## src/rtl/ssd_scan_driver_if.sv

```systemverilog
// Frame-load and display-drive signals of the seven-segment scan driver.
// The master side supplies patterns/enables and observes the scan outputs.
interface ssd_scan_driver_if #(
  parameter int unsigned NUM_DIGITS = 8
);
  logic [7*NUM_DIGITS-1:0] seg_in;
  logic [NUM_DIGITS-1:0]   digit_en;
  logic                    load;
  logic                    pending;
  logic                    frame_tick;
  logic [NUM_DIGITS-1:0]   an;
  logic [6:0]              seg_out;

  modport master (
    output seg_in, digit_en, load,
    input  pending, frame_tick, an, seg_out
  );

  modport slave (
    input  seg_in, digit_en, load,
    output pending, frame_tick, an, seg_out
  );
endinterface

```

## src/rtl/ssd_scan_driver.sv

```systemverilog
// Time-multiplexed common-anode 7-segment scanner with frame double-buffering.
// Define SSD_BLANK_EN to blank the first BLANK_CYCLES of every digit slot (anti-ghosting).
module ssd_scan_driver #(
  parameter int unsigned NUM_DIGITS   = 8,
  parameter int unsigned PRESCALE     = 100000,
  parameter int unsigned BLANK_CYCLES = 1000
) (
  input logic               clk,
  input logic               rst,
  ssd_scan_driver_if.slave  bus
);
  localparam int unsigned IdxW   = (NUM_DIGITS > 1) ? $clog2(NUM_DIGITS) : 1;
  localparam int unsigned CntMax = (PRESCALE > BLANK_CYCLES) ? PRESCALE : BLANK_CYCLES + 1;
  localparam int unsigned CntW   = $clog2(CntMax);
  localparam int unsigned BufW   = 7 * NUM_DIGITS;

  localparam logic [CntW-1:0] CntLast = CntW'(PRESCALE - 1);
  localparam logic [IdxW-1:0] IdxLast = IdxW'(NUM_DIGITS - 1);

  logic [CntW-1:0]       cnt_q, cnt_d;
  logic [IdxW-1:0]       idx_q, idx_d;
  logic [BufW-1:0]       disp_q, disp_d;
  logic [BufW-1:0]       pend_q, pend_d;
  logic                  pending_q, pending_d;
  logic                  tick_q, tick_d;
  logic [NUM_DIGITS-1:0] an_q, an_d;
  logic [6:0]            seg_q, seg_d;
  logic                  wrap, boundary, blank;

  assign wrap     = (cnt_q == CntLast);
  assign boundary = wrap && (idx_q == IdxLast);

`ifdef SSD_BLANK_EN
  assign blank = (cnt_q < CntW'(BLANK_CYCLES));
`else
  assign blank = 1'b0;
`endif

  always_comb begin
    cnt_d = wrap ? '0 : cnt_q + 1'b1;
    idx_d = idx_q;
    if (wrap) begin
      idx_d = (idx_q == IdxLast) ? '0 : idx_q + 1'b1;
    end
  end

  // A load coinciding with the boundary bypasses pend_q so it is not lost a frame.
  always_comb begin
    disp_d    = disp_q;
    pend_d    = pend_q;
    pending_d = pending_q;
    if (boundary) begin
      if (bus.load) begin
        disp_d    = bus.seg_in;
        pending_d = 1'b0;
      end else if (pending_q) begin
        disp_d    = pend_q;
        pending_d = 1'b0;
      end
    end else if (bus.load) begin
      pend_d    = bus.seg_in;
      pending_d = 1'b1;
    end
  end

  always_comb begin
    tick_d = boundary;
    an_d   = '1;
    seg_d  = 7'h7F;
    if (bus.digit_en[idx_q] && !blank) begin
      an_d  = ~(NUM_DIGITS'(1) << idx_q);
      seg_d = disp_q[int'(idx_q)*7 +: 7];
    end
  end

  always_ff @(posedge clk or posedge rst) begin
    if (rst) begin
      cnt_q     <= '0;
      idx_q     <= '0;
      disp_q    <= '1;
      pend_q    <= '1;
      pending_q <= 1'b0;
      tick_q    <= 1'b0;
      an_q      <= '1;
      seg_q     <= 7'h7F;
    end else begin
      cnt_q     <= cnt_d;
      idx_q     <= idx_d;
      disp_q    <= disp_d;
      pend_q    <= pend_d;
      pending_q <= pending_d;
      tick_q    <= tick_d;
      an_q      <= an_d;
      seg_q     <= seg_d;
    end
  end

  assign bus.pending    = pending_q;
  assign bus.frame_tick = tick_q;
  assign bus.an         = an_q;
  assign bus.seg_out    = seg_q;
endmodule

```

## src/flat_wrapper.sv

```systemverilog
// flat-port wrapper written by rule: the top's interface ports become plain ports
module ssd_scan_driver_flat 
#(
  parameter int unsigned NUM_DIGITS   = 8,
  parameter int unsigned PRESCALE     = 100000,
  parameter int unsigned BLANK_CYCLES = 1000
)
  (clk, rst, bus_seg_in, bus_digit_en, bus_load, bus_pending, bus_frame_tick, bus_an, bus_seg_out);
  ssd_scan_driver_if #(.NUM_DIGITS(NUM_DIGITS)) bus_i ();
  input logic clk;
  input logic rst;
  input wire logic [$bits(bus_i.seg_in)-1:0] bus_seg_in;
  input wire logic [$bits(bus_i.digit_en)-1:0] bus_digit_en;
  input wire logic [$bits(bus_i.load)-1:0] bus_load;
  output wire logic [$bits(bus_i.pending)-1:0] bus_pending;
  output wire logic [$bits(bus_i.frame_tick)-1:0] bus_frame_tick;
  output wire logic [$bits(bus_i.an)-1:0] bus_an;
  output wire logic [$bits(bus_i.seg_out)-1:0] bus_seg_out;
  assign bus_i.seg_in = bus_seg_in;
  assign bus_i.digit_en = bus_digit_en;
  assign bus_i.load = bus_load;
  assign bus_pending = bus_i.pending;
  assign bus_frame_tick = bus_i.frame_tick;
  assign bus_an = bus_i.an;
  assign bus_seg_out = bus_i.seg_out;
  ssd_scan_driver #(.NUM_DIGITS(NUM_DIGITS), .PRESCALE(PRESCALE), .BLANK_CYCLES(BLANK_CYCLES)) u_core (.clk(clk), .rst(rst), .bus(bus_i));
endmodule
```

## config.mk

```make
export PLATFORM = sky130hd
export DESIGN_NAME = ssd_scan_driver_flat
export DESIGN_NICKNAME = d
export VERILOG_FILES = /design/src/rtl/ssd_scan_driver_if.sv /design/src/rtl/ssd_scan_driver.sv /design/src/flat_wrapper.sv
export SDC_FILE = /design/constraint.sdc
export NUM_CORES = 1
export LEC_CHECK = 0
export ABC_CLOCK_PERIOD_IN_PS = 9100
export CORE_ASPECT_RATIO = 1.75
export CORE_MARGIN = 8
export CORE_UTILIZATION = 45
export CTS_CLUSTER_DIAMETER = 80
export DETAILED_ROUTE_END_ITERATION = 6
export PLACE_DENSITY = 0.66
export SLEW_MARGIN = 15
export SYNTH_ARGS = -nofsm -noshare
export SYNTH_HDL_FRONTEND = slang
export SYNTH_SLANG_ARGS = --single-unit
```

## constraint.sdc

```tcl
create_clock -name clk -period 9.1 [get_ports clk]
set_input_delay 1.365 -clock clk [delete_from_list [all_inputs] [get_ports clk]]
set_output_delay 1.365 -clock clk [all_outputs]
set_load 0.05 [all_outputs]
```

# Word level (Yosys, flattened, before mapping)
# Cells that the tools add are included.
# W data, S select, Z words.
# op_classes
n_mul,1
n_bitwise,2
shifts,2
magnitude_cmp,1
addsub,2
mux,10
n_reduce_logical,5
n_eq_ne,2
# ops
cell,n
$mux W56,2
$shiftx A56 B32 Y7,1
$add A17 B1 Y17 const B,1
$eq A17 B17 Y1 const B,1
$mux W17,1
$mux W8,1
$not A8 Y8,1
$shl A1 B3 Y8 const A,1
$mux W7,1
$mul A3 B3 Y6 const B,1
$lt A3 B4 Y1 const B,1
$reduce_and A2 Y1,2
$reduce_bool A2 Y1,2
$add A3 B1 Y3 const B,1
$bmux W1 S3,1
$eq A3 B3 Y1 const B,1
$mux W1,3
$mux W3,1
$logic_and A1 B1 Y1,1
$not A1 Y1,1
# word_totals
wordCells,33
reg_bits,149

# Depth between registers and ports, before layout
# depth
word_depth,4
mapped_depth,8

# Least setup slack after synthesis
# No wires, ideal clock.
# synth_timing
kind,input port to flip-flop
startpoint,input bus_load
endpoint,register u_core.disp_q[53]
t_arrival_ps,2426
required_time_ps,9018
slack_ps,6592
path_stages,5
path_buffers,3
setup_ps,82
cell_sequence,clkbuf_1 -> clkbuf_1 -> clkbuf_1 -> o21ai_0 -> mux2_4
# synth_between
elab_chain_cells,2
# synth_rtl
item,line_no,source
start: declaration,flat_wrapper.sv:14,input wire logic [$bits(bus_i.load)-1:0] bus_load;
$reduce_bool A2 Y1 (no line),--,
$reduce_and A2 Y1 (no line),--,
end signal: assignment,ssd_scan_driver.sv:89,disp_q <= disp_d;
end: declaration,ssd_scan_driver.sv:22,"logic [BufW-1:0] disp_q, disp_d;"
# Several ways; a longest one is shown, not always the timed one.
# A chain may end at the register's enable or synchronous reset.

# Worst setup path after layout
# layout_timing
startpoint,input bus_load
endpoint,register u_core.disp_q[38]
# Same word-level chain as after synthesis.

==> reports/qor.yml <==
synth_area_leader_cell: "dfstp_2"
status: "finished clean"
port_buffers: 83
dpl_worst_slack_ns: 5.55
grt_pass1_wl_um: 25700
post_cts_resized: 0
clkSinkCount: 149
cts_buffer_depth: 2
layout_setup_ws_ns: 5.97
synth_cells: 601
wire_per_inst_um: 18.0
clk_pin_slew_ns: 0.06
hp-class: "register to register"
rsz0062_at_grt: "no"
synth_top_area_share_pct: 46.9
maxSlewViolCount: 0
drc: 0
finalSetupTns_ns: 0
multi_input_area_mm2: 0.00281
pwr-share-comb_pct: 7.5
root_buffer: "clkbuf_16"
num_vias: 4619
layout.area.seq_mm2: 0.00389
start_kind: "primary input"
die_area_mm2: 0.0203
drt-total-wl_um: 15700
gp_congestion: 0.778
placed_cells: 839
slew_headroom_pct: 26.7
die_x_um: 111
htree_levels: 4
ant_nets: 0
cap_violations: 0
grt.total_usage_pct: 15.8
synth_area_mm2: 0.00712
n_antenna_cell: 0
initial_utilization_pct: 45.3
num_rows: 61
fillers: 1334
worst_pin_slew_ns: 1.10
first_pass_iters: 4
synth_seq_cells: 149
period_share_pct: 34.4
max_freq_ghz: 0.320
final_cell_mix: "127 x dfstp_2, 82 x nand2_1, 82 x clkdlybuf4s50_1"
yosys_warnings: 0
required_ns: 9.44
io_pins: 84
switching_share_pct: 24.4
synth_edf_count: 0
viasPerCell: 5.30
power_density_mw_per_mm2: 177
nets: 743
core_mm2: 0.0157
area_growth_pct: 21.2
p_leak_uw: 0.00362
pwr-share-clk_pct: 45.5
end_kind: "register"
syn-num-nets: 675
skew_ns: 0.0114
clock_latency_ns: 0.42
cp_max_fo: 114
dpl_cell_area_mm2: 0.00804
period_needed_ns: 3.13
postCtsHoldBufs: 0
arrival_ns: 3.47
critPathKind: "primary input to register"
synth_seq_area_share_pct: 54.6
hpwlAfterDp_um: 10600
first_iter_violations: 196
switchingPower_uw: 373
cts_tree: "built"
hold_violations: 0
cts_buffers: 17
drive_gt1_share_pct: 35.5
synthDistinctLibCells: 32
grt_pass1_vias: 4949
fin_area_mm2: 0.00863
ir_drop_uv: 110
final_common_cell: "dfstp_2"
grt_antenna_before_repair: 0
fp.dieH_um: 182
synth_top_flop_cell: "dfstp_2"
grt.overflow.total: 0
postSynthAreaPerCell_um2: 11.8
grt_max_degree: 115
post_cts_buffers: 0
setup_viol: 0
async_reset_ff_share_pct: 100
intPower_uw: 1160
stdcell_count: 871
ys_top_cells_by_area: "dfstp_2 47%, mux2_4 8.4%, dfrtp_1 7.7%"
pwr-share-seq_pct: 47.0
cells in the mapped netlist (all sizes together), types with 3 or more instances:
library cell	number
buf	19
xnor2	9
ha	7
nand4	4
clkbuf	20
nor4	4
nor2	14
inv	62
o21ai	59
and2	5
xor2	6
nand2	82
mux2	56
dfstp	127
nor3	4
nand3	16
mux4	16
dfrtp	22
and3	3
o2bb2ai	56
registers in the layout, summed over array words and instances (netlist names):
signal,cells
u_core.bus.an,8
u_core.bus.frame_tick,1
u_core.bus.pending,1
u_core.bus.seg_out,7
u_core.cnt_q,17
u_core.disp_q,56
u_core.idx_q,3
u_core.pend_q,56
layout make-up:
class	instances	area share (%)
Sequential cell	149	45.1
Multi-Input combinational cell	350	32.6
Timing Repair Buffer	88	10.0
Clock buffer	18	5.22
Inverter	63	2.80
Tap cell	189	2.74
Clock inverter	14	1.61
worst paths after layout:
| check | cells past startpoint | slack, ns | to | startpoint |
|---|---|---|---|---|
| hold / removal | 1 | 0.48 | u_core.pend_q[27]$_DFFE_PP1P_ | u_core.pend_q[27]$_DFFE_PP1P_ |
| hold reg to reg | 1 | 0.48 | u_core.pend_q[27]$_DFFE_PP1P_ | u_core.pend_q[27]$_DFFE_PP1P_ |
| setup reg to reg | 4 | 6.32 | u_core.pend_q[33]$_DFFE_PP1P_ | u_core.idx_q[1]$_DFFE_PP0N_ |
| max in group asynchronous | 3 | 6.37 | u_core.idx_q[2]$_DFFE_PP0N_ | rst |
| setup / recovery | 6 | 5.97 | u_core.disp_q[38]$_DFFE_PP1P_ | bus_load |
| min in group asynchronous | 2 | 1.87 | u_core.pend_q[44]$_DFFE_PP1P_ | rst |
worst max-delay path, stage by stage:
cell	delay, ns
buf_2	0.10
buf_4	0.41
nor2_1	0.24
nand4b_1	0.13
buf_4	0.72
mux2_2	0.42
power groups by stage:
stage / combinational (µW) / sequential (µW) / clock (µW)
5_1_grt: 128 / 722 / 738
3_3_place_gp: 114 / 727 / 0
3_5_place_dp: 117 / 728 / 0
2_1_floorplan: 58.6 / 731 / 0
6_report: 114 / 719 / 697
4_1_cts: 118 / 718 / 713
cell families after synthesis:
kind of cell / synth area share (%)
AO/OA/AOI/OAI: 11.0
XOR/XNOR: 1.84
adder cells (fa/ha/maj): 1.23
buffers and inverters: 6.13
flip-flops: 54.6
multiplexers: 16.2
AND/OR/NAND/NOR: 9.01
per-layer routing:
metal / global-route usage [%] / share of wire (%) / up-vias
li1: - / - / 2203
met1: 17.7 / 41 / 2305
met2: 28.1 / 54 / 92
met3: 3.55 / 3.9 / 19
met4: 6.27 / 1.5 / 0
met5: 0 / 0 / -
stage by stage:
step | util [%] | hold WS [ns] | power [µW]
2_1_floorplan | - | 0.455 | 790
3_3_place_gp | 51.1 | 0.465 | 842
3_5_place_dp | 51.1 | 0.471 | 845
4_1_cts | 54.9 | 0.482 | 1550
5_1_grt | 54.9 | 0.489 | 1590
6_report | 54.9 | 0.479 | 1530
No activity file was read; power rests on OpenSTA's default activity.
